## config.mk

```make
export PLATFORM = sky130hd
export DESIGN_NAME = alu_cmd_seq_flat
export DESIGN_NICKNAME = d
export VERILOG_FILES = /design/src/rtl/alu_cmd_seq_if.sv /design/src/rtl/alu_cmd_seq.sv /design/src/flat_wrapper.sv
export SDC_FILE = /design/constraint.sdc
export NUM_CORES = 1
export LEC_CHECK = 0
export ABC_AREA = 1
export BUFFER_PORTS_ARGS = -buffer_cell sky130_fd_sc_hd__buf_4
export CORE_MARGIN = 1
export CORE_UTILIZATION = 42
export DETAILED_ROUTE_END_ITERATION = 8
export PLACE_DENSITY_LB_ADDON = 0.3
export SYNTH_ARGS = -nofsm -noshare
export SYNTH_HDL_FRONTEND = slang
export SYNTH_SLANG_ARGS = --single-unit
```

## constraint.sdc

```tcl
create_clock -name clk -period 2.9 [get_ports clk]
set_input_delay 0.145 -clock clk [delete_from_list [all_inputs] [get_ports clk]]
set_output_delay 0.145 -clock clk [all_outputs]
set_load 0.05 [all_outputs]
```

## src/rtl/alu_cmd_seq_if.sv

```systemverilog
// Bus bundle between alu_cmd_seq and its environment: command input, ALU operand/result path, result output.
// res_zero is present only when ALU_CMD_SEQ_ZERO_FLAG_EN is defined.
interface alu_cmd_seq_if #(
   parameter int CNT_W = 8
);
   logic             cmd_valid;
   logic             cmd_ready;
   logic [3:0]       cmd_a;
   logic [3:0]       cmd_b;
   logic [1:0]       cmd_op;
   logic [3:0]       alu_a;
   logic [3:0]       alu_b;
   logic [1:0]       alu_op;
   logic [3:0]       alu_y;
   logic             res_valid;
   logic             res_ready;
   logic [3:0]       res_y;
   logic [1:0]       res_op;
   logic [CNT_W-1:0] op_count;
`ifdef ALU_CMD_SEQ_ZERO_FLAG_EN
   logic             res_zero;
`endif

   // Sequencer side
   modport slave (
      input  cmd_valid, cmd_a, cmd_b, cmd_op, alu_y, res_ready,
      output cmd_ready, alu_a, alu_b, alu_op, res_valid, res_y, res_op, op_count
`ifdef ALU_CMD_SEQ_ZERO_FLAG_EN
      , output res_zero
`endif
   );

   // Environment side (command source, ALU, result consumer)
   modport master (
      output cmd_valid, cmd_a, cmd_b, cmd_op, alu_y, res_ready,
      input  cmd_ready, alu_a, alu_b, alu_op, res_valid, res_y, res_op, op_count
`ifdef ALU_CMD_SEQ_ZERO_FLAG_EN
      , input res_zero
`endif
   );
endinterface

```

## src/rtl/alu_cmd_seq.sv

```systemverilog
// Command FIFO + IDLE/EXEC/WAIT sequencer feeding a combinational 4-bit ALU and returning results on valid/ready.
// Optional zero flag on the result port: define ALU_CMD_SEQ_ZERO_FLAG_EN.
module alu_cmd_seq #(
   parameter int DEPTH = 4,
   parameter int CNT_W = 8
) (
   input logic          clk,
   input logic          rst_n,
   alu_cmd_seq_if.slave bus
);
   localparam int AW = $clog2(DEPTH);
   localparam logic [AW:0] FULL_CNT = (AW+1)'(DEPTH);

   typedef enum logic [1:0] {S_IDLE, S_EXEC, S_WAIT} state_e;

   state_e           state_q, state_d;
   logic [9:0]       mem_q [DEPTH];
   logic [AW-1:0]    wr_ptr_q, rd_ptr_q;
   logic [AW:0]      count_q;
   logic [3:0]       alu_a_q, alu_a_d, alu_b_q, alu_b_d;
   logic [1:0]       alu_op_q, alu_op_d;
   logic [3:0]       res_y_q, res_y_d;
   logic [1:0]       res_op_q, res_op_d;
   logic             res_valid_q, res_valid_d;
   logic [CNT_W-1:0] cnt_q, cnt_d;
`ifdef ALU_CMD_SEQ_ZERO_FLAG_EN
   logic             res_zero_q, res_zero_d;
`endif

   logic       full, empty, push, pop;
   logic [9:0] head;

   assign full  = (count_q == FULL_CNT);
   assign empty = (count_q == '0);
   // Push is gated by the registered full flag only, so a simultaneous pop never frees a slot early.
   assign push  = bus.cmd_valid && !full;
   assign head  = mem_q[rd_ptr_q];

   always_ff @(posedge clk) begin
      if (push) mem_q[wr_ptr_q] <= {bus.cmd_a, bus.cmd_b, bus.cmd_op};
   end

   always_ff @(posedge clk or negedge rst_n) begin
      if (!rst_n) begin
         wr_ptr_q <= '0;
         rd_ptr_q <= '0;
         count_q  <= '0;
      end else begin
         if (push) wr_ptr_q <= wr_ptr_q + AW'(1);
         if (pop)  rd_ptr_q <= rd_ptr_q + AW'(1);
         case ({push, pop})
            2'b10:   count_q <= count_q + (AW+1)'(1);
            2'b01:   count_q <= count_q - (AW+1)'(1);
            default: count_q <= count_q;
         endcase
      end
   end

   always_ff @(posedge clk or negedge rst_n) begin
      if (!rst_n) begin
         state_q     <= S_IDLE;
         alu_a_q     <= '0;
         alu_b_q     <= '0;
         alu_op_q    <= '0;
         res_y_q     <= '0;
         res_op_q    <= '0;
         res_valid_q <= 1'b0;
         cnt_q       <= '0;
`ifdef ALU_CMD_SEQ_ZERO_FLAG_EN
         res_zero_q  <= 1'b0;
`endif
      end else begin
         state_q     <= state_d;
         alu_a_q     <= alu_a_d;
         alu_b_q     <= alu_b_d;
         alu_op_q    <= alu_op_d;
         res_y_q     <= res_y_d;
         res_op_q    <= res_op_d;
         res_valid_q <= res_valid_d;
         cnt_q       <= cnt_d;
`ifdef ALU_CMD_SEQ_ZERO_FLAG_EN
         res_zero_q  <= res_zero_d;
`endif
      end
   end

   always_comb begin
      state_d     = state_q;
      pop         = 1'b0;
      alu_a_d     = alu_a_q;
      alu_b_d     = alu_b_q;
      alu_op_d    = alu_op_q;
      res_y_d     = res_y_q;
      res_op_d    = res_op_q;
      res_valid_d = res_valid_q;
      cnt_d       = cnt_q;
`ifdef ALU_CMD_SEQ_ZERO_FLAG_EN
      res_zero_d  = res_zero_q;
`endif
      case (state_q)
         S_IDLE: begin
            if (!empty) begin
               pop     = 1'b1;
               state_d = S_EXEC;
            end
         end
         S_EXEC: begin
            res_y_d     = bus.alu_y;
            res_op_d    = alu_op_q;
            res_valid_d = 1'b1;
`ifdef ALU_CMD_SEQ_ZERO_FLAG_EN
            res_zero_d  = (bus.alu_y == 4'h0);
`endif
            state_d     = S_WAIT;
         end
         S_WAIT: begin
            // res_valid_q is always 1 here, so res_ready alone completes the handshake.
            if (bus.res_ready) begin
               cnt_d       = cnt_q + CNT_W'(1);
               res_valid_d = 1'b0;
               if (!empty) begin
                  pop     = 1'b1;
                  state_d = S_EXEC;
               end else begin
                  state_d = S_IDLE;
               end
            end
         end
         default: state_d = S_IDLE;
      endcase
      if (pop) begin
         alu_a_d  = head[9:6];
         alu_b_d  = head[5:2];
         alu_op_d = head[1:0];
      end
   end

   assign bus.cmd_ready = !full;
   assign bus.alu_a     = alu_a_q;
   assign bus.alu_b     = alu_b_q;
   assign bus.alu_op    = alu_op_q;
   assign bus.res_valid = res_valid_q;
   assign bus.res_y     = res_y_q;
   assign bus.res_op    = res_op_q;
   assign bus.op_count  = cnt_q;
`ifdef ALU_CMD_SEQ_ZERO_FLAG_EN
   assign bus.res_zero  = res_zero_q;
`endif
endmodule

```

## src/flat_wrapper.sv

```systemverilog
// flat-port wrapper written by rule: the top's interface ports become plain ports
module alu_cmd_seq_flat 
#(
   parameter int DEPTH = 4,
   parameter int CNT_W = 8
)
  (clk, rst_n, bus_cmd_valid, bus_cmd_a, bus_cmd_b, bus_cmd_op, bus_alu_y, bus_res_ready, bus_cmd_ready, bus_alu_a, bus_alu_b, bus_alu_op, bus_res_valid, bus_res_y, bus_res_op, bus_op_count);
  alu_cmd_seq_if #(.CNT_W(CNT_W)) bus_i ();
  input logic clk;
  input logic rst_n;
  input wire logic [$bits(bus_i.cmd_valid)-1:0] bus_cmd_valid;
  input wire logic [$bits(bus_i.cmd_a)-1:0] bus_cmd_a;
  input wire logic [$bits(bus_i.cmd_b)-1:0] bus_cmd_b;
  input wire logic [$bits(bus_i.cmd_op)-1:0] bus_cmd_op;
  input wire logic [$bits(bus_i.alu_y)-1:0] bus_alu_y;
  input wire logic [$bits(bus_i.res_ready)-1:0] bus_res_ready;
  output wire logic [$bits(bus_i.cmd_ready)-1:0] bus_cmd_ready;
  output wire logic [$bits(bus_i.alu_a)-1:0] bus_alu_a;
  output wire logic [$bits(bus_i.alu_b)-1:0] bus_alu_b;
  output wire logic [$bits(bus_i.alu_op)-1:0] bus_alu_op;
  output wire logic [$bits(bus_i.res_valid)-1:0] bus_res_valid;
  output wire logic [$bits(bus_i.res_y)-1:0] bus_res_y;
  output wire logic [$bits(bus_i.res_op)-1:0] bus_res_op;
  output wire logic [$bits(bus_i.op_count)-1:0] bus_op_count;
  assign bus_i.cmd_valid = bus_cmd_valid;
  assign bus_i.cmd_a = bus_cmd_a;
  assign bus_i.cmd_b = bus_cmd_b;
  assign bus_i.cmd_op = bus_cmd_op;
  assign bus_i.alu_y = bus_alu_y;
  assign bus_i.res_ready = bus_res_ready;
  assign bus_cmd_ready = bus_i.cmd_ready;
  assign bus_alu_a = bus_i.alu_a;
  assign bus_alu_b = bus_i.alu_b;
  assign bus_alu_op = bus_i.alu_op;
  assign bus_res_valid = bus_i.res_valid;
  assign bus_res_y = bus_i.res_y;
  assign bus_res_op = bus_i.res_op;
  assign bus_op_count = bus_i.op_count;
  alu_cmd_seq #(.DEPTH(DEPTH), .CNT_W(CNT_W)) u_core (.clk(clk), .rst_n(rst_n), .bus(bus_i));
endmodule
```

# After elaboration in Yosys (flattened, before gate mapping)
# Memory sizes are Yosys's and may differ from the RTL's. A register that Yosys moved wholly into a read port is not among the register bits.
# Cells that the tools add are included.
# classes
addsub,5
n_eq_ne,7
n_mux,12
reduce_logical,10
# op_table
op,count
$add A8 B1 Y8 const B,1
$mux W1,6
$pmux W2 S3,1
$pmux W3 S2,1
$reduce_and A2 Y1,3
$add A2 B1 Y2 const B,2
$eq A2 B1 Y1 const B,2
$eq A2 B2 Y1 const B,2
$mux W2,2
$ne A2 B2 Y1 const B,2
$pmux W1 S2,2
$reduce_bool A2 Y1,2
$add A3 B1 Y3 const B,1
$eq A3 B3 Y1 const B,1
$logic_not A3 Y1,1
$sub A3 B1 Y3 const B,1
$logic_not A1 Y1,2
$logic_not A2 Y1,1
$logic_and A1 B1 Y1,1
# totals
register_bits,24
ramBits,40
in_bits,18
wordCells,43
n_memories,1
# mem_list
memory,words,width,read_ports,rd_ports_with_merged_regs,wr,line_no,rtl
u_core.mem_q,4,10,1,1,1,alu_cmd_seq.sv:17,logic [9:0] mem_q [DEPTH];

# Depth between registers and ports, before layout
# depth
depth_word,6
mapped_depth,11

# Least setup slack after synthesis
# No wires, ideal clock.
# synth_path
path_type,reg2reg
start,register u_core.count_q[0]
end,register u_core.count_q[2]
setup_time_ps,79
t_arrival_ps,2298
setup_slack_ps,522
stages_incl_launch_ff,10
path_buffers,0
period_less_slack_ps,2378
path_cell_list,dfrtp_1 > inv_1 > nand3_1 > nand2_2 > ha_1 > inv_1 > fa_1 > or2_2 > nand2_1 > xor2_1
# synth_via
elab_cells_between_ends,13
classes_between,2 x add/sub; 3 x eq/ne; 4 x mux; 4 x reduce/logical
# synth_rtl
element,line_no,rtl
start: declaration,alu_cmd_seq.sv:19,logic [AW:0] count_q;
start signal: assignment,alu_cmd_seq.sv:52,2'b10: count_q <= count_q + (AW+1)'(1);
start signal: assignment,alu_cmd_seq.sv:53,2'b01: count_q <= count_q - (AW+1)'(1);
start signal: assignment,alu_cmd_seq.sv:54,default: count_q <= count_q;
$eq A3 B3 Y1 (*),alu_cmd_seq.sv:33,assign full = (count_q == FULL_CNT);
$logic_not A1 Y1 (*),-,
named net bus_cmd_ready,flat_wrapper.sv:17,output wire logic [$bits(bus_i.cmd_ready)-1:0] bus_cmd_ready;
$logic_and A1 B1 Y1 (*),alu_cmd_seq.sv:36,assign push = bus.cmd_valid && !full;
$eq A2 B1 Y1 / $eq A2 B2 Y1 (equally long branches),alu_cmd_seq.sv:51,"case ({push, pop})"
$pmux W3 S2 / $reduce_bool A2 Y1 (equally long branches),-,
# Mark *: on every way through the listed nets, which the timed path passes. The rest lies on a longest branch.
# A chain may end at the register's enable or synchronous reset.

# Final worst setup path
# layout_path
start,register u_core.state_q[1]
end,register u_core.count_q[2]
# layout_via
elab_chain_cells,4
elab_cells_between_ends,7
classes_between,3 x eq/ne; 2 x mux; 2 x reduce/logical
# layout_lines
element,line_no,rtl
start: declaration,alu_cmd_seq.sv:16,"state_e state_q, state_d;"
start signal: assignment,alu_cmd_seq.sv:73,state_q <= state_d;
$eq A2 B2 Y1 / $logic_not A2 Y1 (equally long branches),alu_cmd_seq.sv:100,case (state_q)
$pmux W1 S2 (*),alu_cmd_seq.sv:100,
$eq A2 B1 Y1 / $eq A2 B2 Y1 (equally long branches),alu_cmd_seq.sv:51,
$pmux W3 S2 / $reduce_bool A2 Y1 (equally long branches),-,
# Every way passes the cells marked *; elsewhere a longest branch is shown, timed or not.

==> summary.txt <==
GRT
  – First-pass GRT wire length: 9220 um
  – Antenna violations before repair: 0
  – Largest net degree at the start of global routing: 35
  – Global route total overflow: 0
  – Vias in the first global route: 1955
  – Tot GR Track Use: 16.3%

Route
  – DRT antenna net count: 0
  – Metal-1 WL: 2610 um
  – Met2 Wirelength: 2770 um
  – Max Used Layer: met4
  – DRC: 0
  – Total Wirelength: approximately 5700 um
  – DR vias: roughly 2100
  – Via density: 4.66
  – Met3 WL: 282 um
  – Routed len/inst: 12.7 um
  – Initial drt markers: 115
  – Pre-antenna DRT Iters: 4

Clocking
  – CTS Buf Count: 9
  – CTS resizes: 0
  – CTS root buffer: clkbuf_8
  – Sink Count: 74
  – Setup repair bufs after CTS: 0
  – CTS H-Tree Depth: 3
  – CTS tree: built
  – Clk_lat worst skew: 0.34 ns
  – CTS Buffer Depth: 2
  – # hold bufs at CTS: 10
  – Clk pin slew, worst setup/hold paths: 0.08 ns

Timing
  – Worst-case clock skew: 0.00798 ns
  – Worst-margin pin slew: 0.466 ns
  – Crit path time final: 2.27 ns
  – Max_slew headroom: 69.0%
  – Fin. max-slew vios: 0
  – Max Clock Freq: approximately 0.44 GHz
  – RSZ-0062 raised after global routing: false
  – Setup TNS: 0 ns
  – Hold_ws: ~0.039 ns
  – Fin. Hold Viols: 0
  – Setup violations, final: 0
  – Crit share post-route: 78.1%
  – Final worst setup slack: 0.634 ns

Critical path
  – Crit path buf inv count: 2
  – Critical path's largest stage delay: 0.43 ns
  – Crit end category: flip-flop
  – R2r setup slk: 0.63 ns
  – Worst-path cell chain: a21oi_2 > nand2_2 > inv_2 > ha_1 > inv_1 > fa_1 > or2_2 > nand2_1 > xor2_1
  – Worst path required time: between 3 and 4 ns
  – Data arrival, critical path: 2.53 ns
  – Setup CP Type: reg2reg
  – Top delay family on crit path: simple AND/OR/NAND/NOR gates
  – Worst-path fanout max: 14
  – Slowest CP cell: dfrtp_1
  – CP startpoint kind: flip-flop

Finish
  – Commonest non-fill, non-tap cell in the layout: nand2_1
  – Ant. Diodes: 0
  – Nets: 375
  – Fillers: 598
  – Sequential Area: 2050 um2
  – Area growth, synth to finish: 23.2%
  – Share of cells above drive strength 1: between 20% and 30%
  – Most frequent cells in the layout: 71 x nand2_1, 53 x nor2_1, 48 x buf_4
  – Area of the multi-input gates: slightly above 900 um2

Flow run
  – Max-Cap Viols: 0

Die
  – Initial Util: 44.6%
  – Chip Height: a little under 90 um
  – CORE AREA: 6940 um2
  – Die width: 87.9 um
  – Standard-cell rows: 30
  – IO Count: 44
  – Die area: about 7700 um2

Synth
  – Net count after synthesis: 313
  – Register area share after synthesis: 66.3%
  – Avg Cell Area, Syn: 10.7 um2
  – Top cells by area, synth: edfxtp_1 39%, dfrtp_1 27%, nand2_1 8.6%
  – FF+latch count, synth: 74
  – Post-Syn Area: slightly above 3000 um2
  – Leading area contributor after synthesis: edfxtp_1
  – Post-synth top area share: 38.8%
  – YS warnings: 0
  – Mapped Cells: 288
  – Yosys cell types: 24

Placement
  – Detailed Place HPWL: roughly 3700 um
  – Port Buffer Count: 43
  – Global placement routability congestion: 0.766
  – Place WS: 0.604 ns

Hold path
  – Worst Hold Class: in2reg

Power
  – PwrDens: 1130 nW/um2
  – Leakage: roughly 1.7 nW
  – Max rail drop VDD: 0.000451 V
  – Pwr Total: 0.00432 W

Outcome
  – Status: complete, no violations
-- per-stage QoR --
step	std cells	utilization, %	area, um2
floorplan	288	-	3100
global placement	424	50.8	3520
detailed placement	424	50.8	3520
CTS	450	54.8	3800
global route	451	54.9	3810
finish	451	54.9	3810
-- cells in the mapped netlist, drive strengths merged --
cell,count
a21oi,4
buf,8
dfrtp,34
edfxtp,40
fa,1
ha,6
inv,23
mux2,6
nand2,74
nand3,7
nand4,1
nor2,54
o21ai,22
or2,1
xnor2,1
xor2,6
-- logic make-up (layout without fill, tap and decap cells) --
logic type	after synthesis	after routing	share of synthesized area (%)
adders and majority gates	7	7	3.07
DFF	74	74	66.3
AOI/OAI and AO/OA	26	26	4.32
xor gates and xnor gates	7	7	1.98
buffers and inverters	31	98	4.45
muxes	6	6	2.18
and+or+nand+nor	137	137	17.7
-- state kept, by name, indices dropped and copies added, names as in the netlist --
name,cells
u_core.bus.op_count,8
u_core.bus.alu_op,2
u_core.bus.res_valid,1
u_core.mem_q,40
u_core.bus.res_op,2
u_core.bus.res_y,4
u_core.bus.alu_b,4
u_core.bus.alu_a,4
u_core.count_q,3
u_core.wr_ptr_q,2
u_core.state_q,2
u_core.rd_ptr_q,2
-- report_power, final --
part,switching (W),internal [W]
Clock,0.000383,0.000316
Sequential,0.000205,0.00145
Combinational,0.00133,0.000622
-- path summary, 6_finish.rpt --
check	endpoint	cells past startpoint	from
min in group asynchronous	u_core.bus.res_y[3]	2	rst_n
worst max-delay path	u_core.count_q[2]	9	u_core.state_q[1]
max in group asynchronous	u_core.bus.alu_a[1]	2	rst_n
worst min register to register	u_core.count_q[0]	1	u_core.count_q[0]
worst min-delay path	u_core.bus.res_y[3]	2	bus_alu_y[3]
worst max register to register	u_core.count_q[2]	9	u_core.state_q[1]
-- area by class of cell --
cell class / instances / share of cell area, %
sequential: 74 / 53.8
multi-input combinational: 183 / 23.8
timing repair buffer: 59 / 12.3
clock buffer: 9 / 3.25
tap: 96 / 3.15
inverter: 23 / 2.26
clock inverter: 7 / 1.41
-- worst reg2reg max path, delay by kind of cell (launching register included) --
kind,cells,cell delay (ns)
buffers and inverters,2,0.30
flip-flops,1,0.43
XOR/XNOR,1,0.15
AO/OA/AOI/OAI,1,0.19
AND/OR/NAND/NOR,3,0.57
adder cells (fa/ha/maj),2,0.56
-- layer usage --
layer  GRT usage (%)  vias up
li1                -     1052
met1            19.6      988
met2            28.1       55
met3            5.18        7
met4            4.92        0
met5               0        -
No activity file was read; power rests on OpenSTA's default activity.
